[src/rtl/node_feeder.sv]
// node_feeder: streams weight words, digit words and per-group bias bytes from
// three synchronous-read memories into the a/b/bias/ready inputs of a nodeFunc
// MAC node. One start pulse streams N_WORDS words; a new bias is loaded every
// WORDS_PER_NODE words.
// Optional feature: define NODE_FEEDER_PAUSE_EN to honour the downstream
// 'pause' hold, which parks the in-flight read in a one-entry skid register.
module node_feeder #(
    parameter int WORD_W         = 128,
    parameter int BIAS_W         = 8,
    parameter int N_WORDS        = 40,
    parameter int WORDS_PER_NODE = 4,
    parameter int ADDR_W         = 6
) (
    input  logic              clk,
    input  logic              rst,
    input  logic              start,
    input  logic              pause,
    output logic [ADDR_W-1:0] w_addr,
    input  logic [0:WORD_W-1] w_data,
    output logic [ADDR_W-1:0] d_addr,
    input  logic [0:WORD_W-1] d_data,
    output logic [ADDR_W-1:0] b_addr,
    input  logic [0:BIAS_W-1] b_data,
    output logic [0:WORD_W-1] a,
    output logic [0:WORD_W-1] b,
    output logic [0:BIAS_W-1] bias,
    output logic              ready,
    output logic              node_last,
    output logic              busy,
    output logic              done
);

    localparam logic [ADDR_W-1:0] LAST_A   = ADDR_W'(N_WORDS - 1);
    localparam logic [ADDR_W-1:0] WPN_A    = ADDR_W'(WORDS_PER_NODE);
    localparam logic [ADDR_W-1:0] WPN_LAST = ADDR_W'(WORDS_PER_NODE - 1);

    typedef enum logic [1:0] {IDLE, FETCH, STREAM, DONE} state_t;

    state_t            state_q;
    logic [ADDR_W-1:0] addr_q;
    logic [ADDR_W-1:0] baddr_q;
    logic [ADDR_W-1:0] idx_q;
    logic [ADDR_W-1:0] addr_d;
    logic [0:WORD_W-1] a_q;
    logic [0:WORD_W-1] b_q;
    logic [0:BIAS_W-1] bias_q;
    logic              ready_q;
    logic              last_q;
    logic              busy_q;
    logic              done_q;

    // Word presentation request and the source it is taken from
    logic              present_d;
    logic [0:WORD_W-1] src_a_d;
    logic [0:WORD_W-1] src_b_d;
    logic [0:BIAS_W-1] src_bias_d;

`ifdef NODE_FEEDER_PAUSE_EN
    logic              skid_vld_q;
    logic [0:WORD_W-1] skid_a_q;
    logic [0:WORD_W-1] skid_b_q;
    logic [0:BIAS_W-1] skid_bias_q;
    logic              skid_load_d;

    // Present when not paused; a parked word always goes out before fresh memory data
    always_comb begin
        present_d   = (state_q == STREAM) && !pause;
        skid_load_d = (state_q == STREAM) && pause && !skid_vld_q;
        src_a_d     = skid_vld_q ? skid_a_q    : w_data;
        src_b_d     = skid_vld_q ? skid_b_q    : d_data;
        src_bias_d  = skid_vld_q ? skid_bias_q : b_data;
    end

    // Skid register: catches the read that was in flight when pause rose
    always_ff @(posedge clk or negedge rst) begin
        if (!rst) begin
            skid_vld_q  <= 1'b0;
            skid_a_q    <= '0;
            skid_b_q    <= '0;
            skid_bias_q <= '0;
        end else if (skid_load_d) begin
            skid_vld_q  <= 1'b1;
            skid_a_q    <= w_data;
            skid_b_q    <= d_data;
            skid_bias_q <= b_data;
        end else if (present_d) begin
            skid_vld_q  <= 1'b0;
        end
    end
`else
    logic unused_pause;
    assign unused_pause = pause;

    // Strictly back-to-back streaming straight from the memories
    always_comb begin
        present_d  = (state_q == STREAM);
        src_a_d    = w_data;
        src_b_d    = d_data;
        src_bias_d = b_data;
    end
`endif

    // Next word address, saturating on the last word of the run
    always_comb begin
        addr_d = (addr_q == LAST_A) ? addr_q : addr_q + 1'b1;
    end

    // Control FSM with registered outputs; memory data is one cycle behind the address
    always_ff @(posedge clk or negedge rst) begin
        if (!rst) begin
            state_q <= IDLE;
            addr_q  <= '0;
            baddr_q <= '0;
            idx_q   <= '0;
            a_q     <= '0;
            b_q     <= '0;
            bias_q  <= '0;
            ready_q <= 1'b0;
            last_q  <= 1'b0;
            busy_q  <= 1'b0;
            done_q  <= 1'b0;
        end else begin
            ready_q <= 1'b0;
            last_q  <= 1'b0;
            done_q  <= 1'b0;
            case (state_q)
                IDLE: begin
                    if (start) begin
                        state_q <= FETCH;
                        busy_q  <= 1'b1;
                        addr_q  <= '0;
                        baddr_q <= '0;
                        idx_q   <= '0;
                    end
                end
                FETCH: begin
                    addr_q  <= addr_d;
                    baddr_q <= addr_d / WPN_A;
                    state_q <= STREAM;
                end
                STREAM: begin
                    if (present_d) begin
                        a_q     <= src_a_d;
                        b_q     <= src_b_d;
                        if (idx_q % WPN_A == '0) begin
                            bias_q <= src_bias_d;
                        end
                        ready_q <= 1'b1;
                        last_q  <= (idx_q % WPN_A == WPN_LAST);
                        idx_q   <= idx_q + 1'b1;
                        addr_q  <= addr_d;
                        baddr_q <= addr_d / WPN_A;
                        if (idx_q == LAST_A) begin
                            state_q <= DONE;
                        end
                    end
                end
                DONE: begin
                    busy_q  <= 1'b0;
                    done_q  <= 1'b1;
                    state_q <= IDLE;
                end
                default: state_q <= IDLE;
            endcase
        end
    end

    assign w_addr    = addr_q;
    assign d_addr    = addr_q;
    assign b_addr    = baddr_q;
    assign a         = a_q;
    assign b         = b_q;
    assign bias      = bias_q;
    assign ready     = ready_q;
    assign node_last = last_q;
    assign busy      = busy_q;
    assign done      = done_q;

endmodule
[config.mk]
export PLATFORM = sky130hd
export DESIGN_NAME = node_feeder
export DESIGN_NICKNAME = d
export VERILOG_FILES = /design/src/rtl/node_feeder.sv
export SDC_FILE = /design/constraint.sdc
export NUM_CORES = 1
export LEC_CHECK = 0
export ABC_AREA = 1
export BUFFER_PORTS_ARGS = -buffer_cell sky130_fd_sc_hd__buf_4
export CAP_MARGIN = 5
export CORE_AREA = 2 2 216 218
export CTS_CLUSTER_DIAMETER = 200
export DETAILED_ROUTE_END_ITERATION = 8
export DIE_AREA = 0 0 218 220
export HOLD_SLACK_MARGIN = 0.03
export PLACE_DENSITY = 0.44
export SLEW_MARGIN = 20
export SYNTH_ARGS = -nofsm -noshare
export SYNTH_HDL_FRONTEND = slang
export SYNTH_SLANG_ARGS = --single-unit
[constraint.sdc]
create_clock -name clk -period 3 [get_ports clk]
set_clock_uncertainty 0.2 [all_clocks]
set_input_delay 0.15 -clock clk [delete_from_list [all_inputs] [get_ports clk]]
set_output_delay 0.15 -clock clk [all_outputs]
set_load 0.02 [all_outputs]
==> impl_results.md <==
* Most frequent cells in the layout: nand2_1 (802), buf_4 (553), dfrtp_1 (282)
* Final number of setup-violating endpoints at 0
* Mapped Avg Cell Area at 8.854 µm²
* Number of antenna-violating nets in the routed design at 0
* TritonCTS clock tree: yes
* Vias in the first global route at 10670
* Die width at 218 µm
* Root buffer cell: clkbuf_16
* Initial antenna violation count at 2
* Status: finished, final reports clean
* Pwr dens at 1085 mW/mm²
* Overall Global Routing Usage at 16.15%
* Worst-case vdd ir drop at 0.6386 mV
* Die height at 220 µm
* Total CTS buffers at 35
* Worst R2R Setup Slack at 0.91 ns
* Core Region at 0.04586 mm²
* Leakage at 10.46 nW
* H-tree level count at 2
* Clock tree buffer depth at 3
* Floorplan row count at 79
* WP data required at 3.21 ns
* I/O Buffers at 550
* Most common cell after layout, fill and taps aside: nand2_1
* Share of layout cells above drive strength 1 at 30.51%
* Dpl hpwl at 27.05 mm
* Drt drc at 0
* Worst Hold Path EP: a[15]$_DFFE_PN0P_
* Worst setup EP type: flop
* Pre-antenna DRT Iters at 4
* Total gr overflow at 0
* Post-synth EDFFs at 0
* Netlist cell types at 21
* Multi-input logic area at 0.003428 mm²
* Post-route cell area at 0.01950 mm²
* Reg-to-reg startpoint: state_q[0]$_DFFE_PN0P_
* Crit path max fanout at 126
* Fill cell count at 4539
* Fin crit period at 2.088 ns
* Synth top area share at 64.75%
* Avg Vias per Cell at 4.003
* Startpoint Class: flop
* Area post-placement at 0.01564 mm²
* Worst R2R End: bias[0]$_DFFE_PN0P_
* Nets at 2304
* Yosys top cell by area: dfrtp_1
* Die area at 0.04796 mm²
* Largest cells by area after synthesis: dfrtp_1 (65%), nand2_1 (28%), buf_2 (2.3%)
* Synthesized area at 0.01090 mm²
* Worst-Margin Slew at 0.6911 ns
* Largest net degree at the start of global routing at 140
* Synth Instances at 1231
* Peak Freq at 478.8 MHz
* RSZ-0062 raised after global routing: false
* Worst min path class: in -> reg
* Register-to-Register Path Depth at 5
* Clock-pin slew on the worst setup and hold paths at 0.06 ns
* Worst hold path stage count at 4
* Pins Over Slew Limit at 0
* Ports at 554
* Synth Flop Type: dfrtp_1
* 1st-iter DRT viols at 518
* YS warnings at 0
* HP Start: w_data[15]
* Clock Sink Count at 282
* First-pass GRT wire length at 60.87 mm
* Critical Path AT at 2.29 ns
* Routed len/inst at 15.15 µm
* Slew headroom at 53.93%
* Area grow syn2layout at 78.94%
* Seq/Total Area, Yosys at 64.75%
* Initial core utilization at 23.76%
* Share of flip-flops with an asynchronous set or reset at 100.0%
* Final Hold Viols at 0
* DRT Wirelength at 40.34 mm
* Flops & latches, synth at 282
* Crit Path Category: reg -> reg
* Placer Congestion at 0.7667
* Maxcap violations at 0
* Via count at 10660
* Worst-Skew Late Latency at 0.52 ns
* Setup tns final at 0 ns
* Fin crit share at 69.61%
* Sequential cell area at 0.007057 mm²
routing by layer:
| metal | up-vias | GRT usage (%) | share of wire, % |
|---|---|---|---|
| met4 | 2 | 5.692 | 2.7 |
| met1 | 4947 | 19.26 | 40 |
| met3 | 60 | 5.521 | 8.4 |
| met5 | - | 0 | 0.032 |
| met2 | 337 | 27.07 | 49 |
| li1 | 5315 | - | - |
flip-flops by register name, summed over array words and instances (netlist names):
register   flops
ready          1
busy           1
done           1
idx_q          6
node_last      1
b_addr         1
a            128
b            128
d_addr         5
state_q        2
bias           8
cells in the mapped netlist (2+ instances only):
master    number
a21oi_1        3
buf_2         50
buf_4         12
clkbuf_1       7
dfrtp_1      282
ha_1           6
inv_1         16
mux2_2         8
nand2_1      802
nand3_1       13
nand4_1        3
nor2_1        11
o21ai_0        9
o21ai_1        2
worst max path at each step:
stage | startpoint | end | cells after the start
finish | state_q[0]$_DFFE_PN0P_ | bias[0]$_DFFE_PN0P_ | 5
global route | state_q[0]$_DFFE_PN0P_ | bias[6]$_DFFE_PN0P_ | 5
CTS | state_q[0]$_DFFE_PN0P_ | bias[7]$_DFFE_PN0P_ | 5
detailed placement | state_q[0]$_DFFE_PN0P_ | bias[7]$_DFFE_PN0P_ | 5
global placement | state_q[0]$_DFFE_PN0P_ | bias[0]$_DFFE_PN0P_ | 5
floorplan | state_q[0]$_DFFE_PN0P_ | bias[0]$_DFFE_PN0P_ | 5
critical path, cell delays in order (launching register included):
cell and delay (ns):
dfrtp_1 0.38, inv_1 0.13, ha_4 0.22, buf_12 0.38, nand2_2 0.27, mux2_2 0.34
power by group:
part | internal [mW] | total (mW) | switching, mW
Combinational | 3.95 | 10.2 | 6.20
Clock | 2.62 | 4.26 | 1.64
Sequential | 5.69 | 6.75 | 1.07
Total | 12.3 | 21.2 | 8.90
cells by family after synthesis:
kind of cell,after synthesis,share of synthesized area (%)
AOI/OAI and AO/OA,16,0.7921
buffers and inverters,86,3.949
adders and majority gates,6,0.6888
other,1,0.03441
muxes,8,0.8266
and+or+nand+nor,831,28.88
xor gates and xnor gates,1,0.08037
DFF,282,64.75
stage by stage:
stage               power [mW]  setup slack, ns  utilization, %  hold slack, ns  std cells
floorplan                12.18            1.413               -         -0.3456       1232
global placement         16.72           0.8698           34.11       -0.007994       2332
detailed placement       16.80           0.8422           34.11       -0.004205       2332
CTS                      21.52           0.8376           42.52          0.1187       2662
global route             22.74           0.7676           42.52          0.1419       2663
finish                   21.17           0.9116           42.52          0.1628       2663
cell type report:
cell class	count	share of cell area, %
timing repair buffer	830	36.03
tap	607	3.894
antenna	1	0.01283
clock buffer	56	5.524
inverter	17	0.3657
clock inverter	6	0.4106
sequential	282	36.18
multi-input combinational	864	17.58
repair_timing:
action | CTS | global route
resized for setup | 0 | 0
buffers inserted | 0 | 0
hold endpoints to repair | 556 | 0
hold buffers | 268 | 0
setup endpoints to repair | 0 | 0
Power figures use the tool's default switching activity.
